<file path="src/rtl/jmb_9x9_line_buffer.sv">
// Column feeder for jmb_9x9_filter: turns a raster pixel stream into 9-tall
// vertical column words using eight line memories and one output register.
module jmb_9x9_line_buffer #(
  parameter int DATA_WIDTH   = 8,
  parameter int IMAGE_WIDTH  = 10,
  parameter int IMAGE_HEIGHT = 10
) (
  input  logic                    clock,
  input  logic                    reset,
  input  logic                    valid_in,
  input  logic [DATA_WIDTH-1:0]   data_in,
  output logic                    ready_out,
  output logic                    valid_out,
  input  logic                    ready_in,
  output logic [9*DATA_WIDTH-1:0] data_out,
  output logic                    eol_out,
  output logic                    eof_out
);

  localparam int CW = (IMAGE_WIDTH > 1) ? $clog2(IMAGE_WIDTH) : 1;
  localparam int RW = (IMAGE_HEIGHT > 1) ? $clog2(IMAGE_HEIGHT) : 1;

  logic [CW-1:0]           col_q, col_d;
  logic [RW-1:0]           row_q, row_d;
  logic                    valid_q, valid_d;
  logic [9*DATA_WIDTH-1:0] data_q, data_d;
  logic                    eol_q, eol_d;
  logic                    eof_q, eof_d;

  // line_q[0] is the previous row, line_q[7] is eight rows up
  logic [DATA_WIDTH-1:0]   line_q [0:7][0:IMAGE_WIDTH-1];
  logic [9*DATA_WIDTH-1:0] vec;

  logic accept;
  logic load;
  logic col_last;
  logic row_last;

  // reset term keeps the upstream side ready while the output register clears
  assign ready_out = reset || ready_in || !valid_q;
  assign accept    = valid_in && ready_out && !reset;
  assign col_last  = (col_q == CW'(IMAGE_WIDTH - 1));
  assign row_last  = (row_q == RW'(IMAGE_HEIGHT - 1));
  assign load      = accept && (row_q >= RW'(8));

  assign vec[DATA_WIDTH-1:0] = data_in;

  genvar gi;
  generate
    for (gi = 0; gi < 8; gi++) begin : g_tap
      assign vec[(gi+1)*DATA_WIDTH +: DATA_WIDTH] = line_q[gi][col_q];
    end
  endgenerate

  // Line memories are never reset; priming rows overwrite every entry first.
  always_ff @(posedge clock) begin
    if (accept) begin
      line_q[0][col_q] <= data_in;
      for (int i = 1; i < 8; i++) begin
        line_q[i][col_q] <= line_q[i-1][col_q];
      end
    end
  end

  always_comb begin
    col_d   = col_q;
    row_d   = row_q;
    valid_d = valid_q;
    data_d  = data_q;
    eol_d   = eol_q;
    eof_d   = eof_q;
    if (accept) begin
      if (col_last) begin
        col_d = '0;
        row_d = row_last ? '0 : row_q + RW'(1);
      end else begin
        col_d = col_q + CW'(1);
      end
    end
    if (load) begin
      valid_d = 1'b1;
      data_d  = vec;
      eol_d   = col_last;
      eof_d   = col_last && row_last;
    end else if (ready_in) begin
      valid_d = 1'b0;
    end
  end

  always_ff @(posedge clock) begin
    if (reset) begin
      col_q   <= '0;
      row_q   <= '0;
      valid_q <= 1'b0;
      data_q  <= '0;
      eol_q   <= 1'b0;
      eof_q   <= 1'b0;
    end else begin
      col_q   <= col_d;
      row_q   <= row_d;
      valid_q <= valid_d;
      data_q  <= data_d;
      eol_q   <= eol_d;
      eof_q   <= eof_d;
    end
  end

  assign valid_out = valid_q;
  assign data_out  = data_q;
  assign eol_out   = eol_q;
  assign eof_out   = eof_q;

endmodule

</file>
<file path="config.mk">
export PLATFORM = sky130hd
export DESIGN_NAME = jmb_9x9_line_buffer
export DESIGN_NICKNAME = d
export VERILOG_FILES = /design/src/rtl/jmb_9x9_line_buffer.sv
export SDC_FILE = /design/constraint.sdc
export NUM_CORES = 1
export LEC_CHECK = 0
export ABC_AREA = 1
export BUFFER_PORTS_ARGS = -buffer_cell sky130_fd_sc_hd__buf_2
export CORE_ASPECT_RATIO = 0.8
export CORE_UTILIZATION = 45
export CTS_CLUSTER_DIAMETER = 40
export DETAILED_ROUTE_END_ITERATION = 16
export PLACE_DENSITY_LB_ADDON = 0.1
export SETUP_SLACK_MARGIN = 0.5
export SLEW_MARGIN = 0
export SYNTH_ARGS = -nofsm -noshare
export SYNTH_HDL_FRONTEND = slang
export SYNTH_SLANG_ARGS = --single-unit
</file>
<file path="constraint.sdc">
create_clock -name clock -period 5.6 [get_ports clock]
set_clock_uncertainty 0.1 [all_clocks]
set_input_delay 0 -clock clock [delete_from_list [all_inputs] [get_ports clock]]
set_output_delay 0 -clock clock [all_outputs]
set_load 0.05 [all_outputs]
</file>
-- After elaboration in Yosys (flattened, before gate mapping)
Memories as Yosys holds them, arrays and structs flattened.
Cells that the tools add are included.
- word-level logic and storage cells: 58
- memory bits (writable): 640
- memories kept: 1
- input bits: 12
- output and inout port bits: 76
- register bits after elaboration: 83
- equal/unequal tests: 2
- muxes and demuxes: 32
- bitwise operators: 1
- $lt $le $gt $ge: 3
- reduce and logical (&&, ||, !) cells: 11
- $add $sub $neg: 2
- memories (memory ; words ; width ; read ports ; clocked after memory_dff ; write ports ; RTL line ; RTL):
    line_q ; 8 ; 80 ; 8 ; 0 ; 8 ; 31 ; logic [DATA_WIDTH-1:0] line_q [0:7][0:IMAGE_WIDTH-1];
- operators with widths (cell ; count):
    $bmux W8 S4 ; 8
    $mux W8 ; 17
    $mux W80 ; 1
    $demux W8 S4 ; 1
    $add A4 B1 Y4 const B ; 2
    $eq A4 B4 Y1 const B ; 2
    $mux W4 ; 2
    $ge A5 B5 Y1 const B ; 1
    $logic_and A1 B1 Y1 ; 5
    $lt A5 B1 Y1 const B ; 1
    $not A4 Y5 ; 1
    $ge A4 B4 Y1 const B ; 1
    $mux W1 ; 3
    $logic_not A1 Y1 ; 2
    $logic_or A1 B1 Y1 ; 2
    $reduce_and A2 Y1 ; 1
    $reduce_bool A2 Y1 ; 1

-- Logic depth before layout (Yosys ltp)
- depth in word-level cells: 6
- gate-level depth with buffers: 12
- gate-level depth less buffers: 9

-- Least setup slack after synthesis
No wires, ideal clock.
- path kind: reg-to-reg
- from: reg col_q[3]
- to: mem line_q[0][144] (netlist name) (enable)
- arrival: 5.297 ns
- path slack: -0.362 ns
- buffers on the path: 2
- required time: 4.935 ns
- stages on the path, launching flop included: 6
- clock period less this slack: 5.962 ns
- setup time: 0.565 ns
- cell sequence: dfxtp_1 -> nor2_1 -> buf_2 -> buf_2 -> inv_1 -> nor3_1
- RTL lines (item ; RTL line ; RTL):
    start: declaration ; 23 ; logic [CW-1:0] col_q, col_d;
    start signal: assignment ; 99 ; col_q <= col_d;
    end: declaration ; 31 ;

==> results.sh <==
export IMPL_post_route_period_util=0.610
export IMPL_post_drt_via_cell_ratio=5.05
export IMPL_antenna_cells=0
export IMPL_fp_dieArea_sq_um=66300
export IMPL_route_vias_total=19400
export IMPL_timing_max_slew_rel_slack=0.260
export IMPL_crit_path_max_fo=83
export IMPL_number_of_failing_setup_endpoints_in_the_final_timing_report=0
export IMPL_post_synth_mux_area_share=0
export IMPL_nNetsFinal=2919
export IMPL_max_cap_violations=0
export IMPL_synthAdderAreaFrac=0
export IMPL_yosysWarnings=0
export IMPL_synth_avg_cell_area_sq_um=10.4
export IMPL_critical_path_slowest_cell="sky130_fd_sc_hd__inv_6"
export IMPL_final_period_minus_worst_setup_slack_ns=3.42
export IMPL_static_leakage_nw=14.1
export IMPL_grt_first_pass_wirelength_um=115000
export IMPL_cts_htree_levels=3
export IMPL_required_ns=5.89
export IMPL_design_portCount=88
export IMPL_critical_path_max_stage_delay_ns=0.65
export IMPL_timing_worst_setup_path_type="register to register"
export IMPL_floorplan_initialDensity=0.457
export IMPL_fillCellCount=5610
export IMPL_antenna_found_initial=1
export IMPL_power_per_cell_area_nw_per_um2=377
export IMPL_totalWireLength_um=75800
export IMPL_wire_per_inst_um=19.7
export IMPL_worst_r2r_setup_slack_ns=2.18
export IMPL_cts_repair_resized=0
export IMPL_synth_sequential_area_ratio=0.711
export IMPL_clock_insertion_delay_worst_skew_ns=0.64
export IMPL_final_max_slew_viol_count=0
export IMPL_detail_route_iter0_violations=1301
export IMPL_grt_pass1_vias=19000
export IMPL_max_freq_mhz=293
export IMPL_most_used_dff_post_synth="sky130_fd_sc_hd__edfxtp_1"
export IMPL_startpoint_type="register"
export IMPL_gr_total_overflow=0
export IMPL_crit_path_cell_trace="inv_6 -> buf_4 -> buf_4 -> nand2_1 -> nand2_1 -> nand2_1 -> nand2_1 -> nand2_1 -> nand3_1"
export IMPL_fraction_of_the_mapped_netlist_area_in_simple_logic_gates=0.246
export IMPL_tritoncts="yes"
export IMPL_ys_ff_latch=723
export IMPL_synth_enable_flop_cells=640
export IMPL_chipWidth_um=288
export IMPL_synth_async_reset_ratio=0
export IMPL_synthDistinctLibCells=24
export IMPL_total_nets_after_synthesis=2833
export IMPL_drive_above_1_share=0.110
export IMPL_vdd_ir_drop_max_v=0.000262
export IMPL_io_buffer_count=87
export IMPL_clkTransAtPathRegs_ns=0.06
export IMPL_syn_area_sq_um=29400
export IMPL_number_of_nets_with_antenna_violations_after_routing=0
export IMPL_fin_total_pwr_w=0.0128
export IMPL_timing_critical_path_arrival_ns=3.71
export IMPL_clock_sink_count=723
export IMPL_cts_max_path_buffers=3
export IMPL_outcome="complete, no violations"
export IMPL_worstHoldPathType="input port to register"
export IMPL_grt_start_max_net_pins=146
export IMPL_core_sq_um=64300
export IMPL_gp_congestion=0.740
export IMPL_rsz0062_at_grt="no"
export IMPL_flow_area_growth_from_synthesis_pct=15.5
export IMPL_dieHeight_um=230
export IMPL_endpoint_kind="register"
export IMPL_yosys_area_share_xor_xnor=0
export IMPL_dominant_combinational_cell_family_by_area_after_synthesis="simple AND/OR/NAND/NOR gates"
export IMPL_tightestPinTransition_ns=1.11
export IMPL_detail_route_first_pass_iterations=5
export IMPL_tritoncts_num_buffers=95
export IMPL_timing_setup_tns_ns=0
export IMPL_remaining_drc_errors=0
export IMPL_post_synthesis_compound_gate_area_fraction=0.00588
export IMPL_finalHoldViolations=0
export IMPL_ctsRootBufferMaster="sky130_fd_sc_hd__clkbuf_16"
export IMPL_globalRouteTotalUtil=0.233
export IMPL_cpMostUsedCell="sky130_fd_sc_hd__nand2_1"
export IMPL_row_count=83
export IMPL_synthesis_instances=2821
export IMPL_detailedPlacementHpwl_um=37500
-- where the power goes --
part / switching, W / internal, W
Clock: 0.00238 / 0.00379
Combinational: 0.000469 / 0.000124
Sequential: 0.0000200 / 0.00599
Total: 0.00287 / 0.00990
-- cells in the mapped netlist, types with 2 or more instances --
library cell | count | area (sq um)
sky130_fd_sc_hd__nor2_1 | 210 | 788
sky130_fd_sc_hd__buf_1 | 6 | 22.5
sky130_fd_sc_hd__nor3_1 | 5 | 25.0
sky130_fd_sc_hd__nand2_1 | 1510 | 5670
sky130_fd_sc_hd__buf_6 | 5 | 56.3
sky130_fd_sc_hd__edfxtp_1 | 640 | 19200
sky130_fd_sc_hd__dfxtp_1 | 83 | 1660
sky130_fd_sc_hd__clkbuf_1 | 23 | 86.3
sky130_fd_sc_hd__buf_2 | 76 | 380
sky130_fd_sc_hd__buf_4 | 35 | 263
sky130_fd_sc_hd__nand3_1 | 96 | 480
sky130_fd_sc_hd__a21oi_1 | 14 | 70.1
sky130_fd_sc_hd__nand3_2 | 20 | 200
sky130_fd_sc_hd__inv_1 | 69 | 259
sky130_fd_sc_hd__o21ai_0 | 19 | 95.1
sky130_fd_sc_hd__nor2_4 | 2 | 22.5
-- logic make-up after synthesis --
| logic type | Yosys count |
|---|---|
| buffers and inverters | 217 |
| AOI/OAI and AO/OA | 34 |
| and+or+nand+nor | 1847 |
| DFF | 723 |
-- through the flow --
step / hold WS, ns / util / cell area (sq um) / cells / setup WS, ns
6_report: 0.0878 / 0.527 / 33900 / 3840 / 2.18
5_1_grt: 0.128 / 0.527 / 33900 / 3840 / 1.87
4_1_cts: 0.0487 / 0.527 / 33900 / 3840 / 2.21
3_5_place_dp: 0.199 / 0.475 / 30500 / 3649 / 2.23
3_3_place_gp: 0.183 / 0.475 / 30500 / 3649 / 2.25
2_1_floorplan: -0.00113 / - / 29400 / 2821 / -0.362
-- final timing paths --
| kind | from | to | cells past startpoint |
|---|---|---|---|
| setup / recovery | col_q[0]$_SDFFE_PP0P_ | line_q[0][165]$_DFFE_PP_ | 9 |
| hold reg to reg | data_out[23]$_SDFFE_PP0P_ | data_out[23]$_SDFFE_PP0P_ | 2 |
| hold / removal | ready_in | valid_out$_SDFFE_PP0P_ | 5 |
| setup reg to reg | col_q[0]$_SDFFE_PP0P_ | line_q[0][165]$_DFFE_PP_ | 9 |
-- flip-flops by register name, indices dropped and copies added, names as in the netlist --
signal,count
data_out,72
valid_out,1
eol_out,1
row_q,4
col_q,4
line_q,640
eof_out,1
-- critical path, delay by kind of cell, from the launching register on --
kind | cells | cell delay, ns
flops | 1 | 0.54
buf+inv | 3 | 1.75
simple gates | 6 | 0.70
-- repair_timing --
action / in CTS / in global routing
hold endpoints to repair: 137 / 0
hold buffers: 11 / 0
setup buffers: 0 / 0
-- cell usage in the layout (no fill, tap or decap) --
cell type,Yosys,layout
sky130_fd_sc_hd__nand2_1,1510,1509
sky130_fd_sc_hd__edfxtp_1,640,640
sky130_fd_sc_hd__nor2_1,210,202
sky130_fd_sc_hd__clkbuf_16,0,99
sky130_fd_sc_hd__nand3_1,96,96
sky130_fd_sc_hd__buf_2,76,87
sky130_fd_sc_hd__dfxtp_1,83,81
sky130_fd_sc_hd__inv_1,69,68
sky130_fd_sc_hd__buf_4,35,29
sky130_fd_sc_hd__nand3_2,20,20
sky130_fd_sc_hd__o21ai_0,19,19
sky130_fd_sc_hd__clkinv_4,0,19
sky130_fd_sc_hd__clkinv_2,1,15
sky130_fd_sc_hd__a21oi_1,14,14
sky130_fd_sc_hd__clkbuf_1,23,12
sky130_fd_sc_hd__inv_6,0,11
sky130_fd_sc_hd__dlygate4sd3_1,0,11
sky130_fd_sc_hd__nor2_4,2,10
sky130_fd_sc_hd__bufinv_16,0,10
sky130_fd_sc_hd__buf_12,0,7
sky130_fd_sc_hd__clkinvlp_4,0,6
sky130_fd_sc_hd__clkinv_1,0,5
sky130_fd_sc_hd__clkbuf_8,0,4
sky130_fd_sc_hd__nand2_2,1,2
sky130_fd_sc_hd__nor3_2,0,2
sky130_fd_sc_hd__nor3_4,0,2
sky130_fd_sc_hd__dfxtp_4,0,2
sky130_fd_sc_hd__inv_4,1,1
sky130_fd_sc_hd__nor2_2,1,1
sky130_fd_sc_hd__nand3_4,1,1
sky130_fd_sc_hd__inv_2,1,1
sky130_fd_sc_hd__nor3_1,5,1
sky130_fd_sc_hd__o31ai_1,1,1
sky130_fd_sc_hd__nand4_1,1,1
sky130_fd_sc_hd__inv_8,0,1
-- layer usage --
metal,GRT usage,vias up,share of wire
li1,-,9366,-
met1,0.328,9433,0.46
met2,0.381,491,0.47
met3,0.0333,95,0.049
met4,0.0547,0,0.017
met5,0,-,0
-- final cells by class --
type	instances	area [sq um]	share of cell area
multi-input combinational	1881	7490	0.221
inverter	72	279	0.00823
clock buffer	115	2580	0.0760
clock inverter	65	699	0.0206
timing repair buffer	134	903	0.0266
tap	850	1060	0.0314
sequential	723	20900	0.616
(Power assumes the default switching activity.)
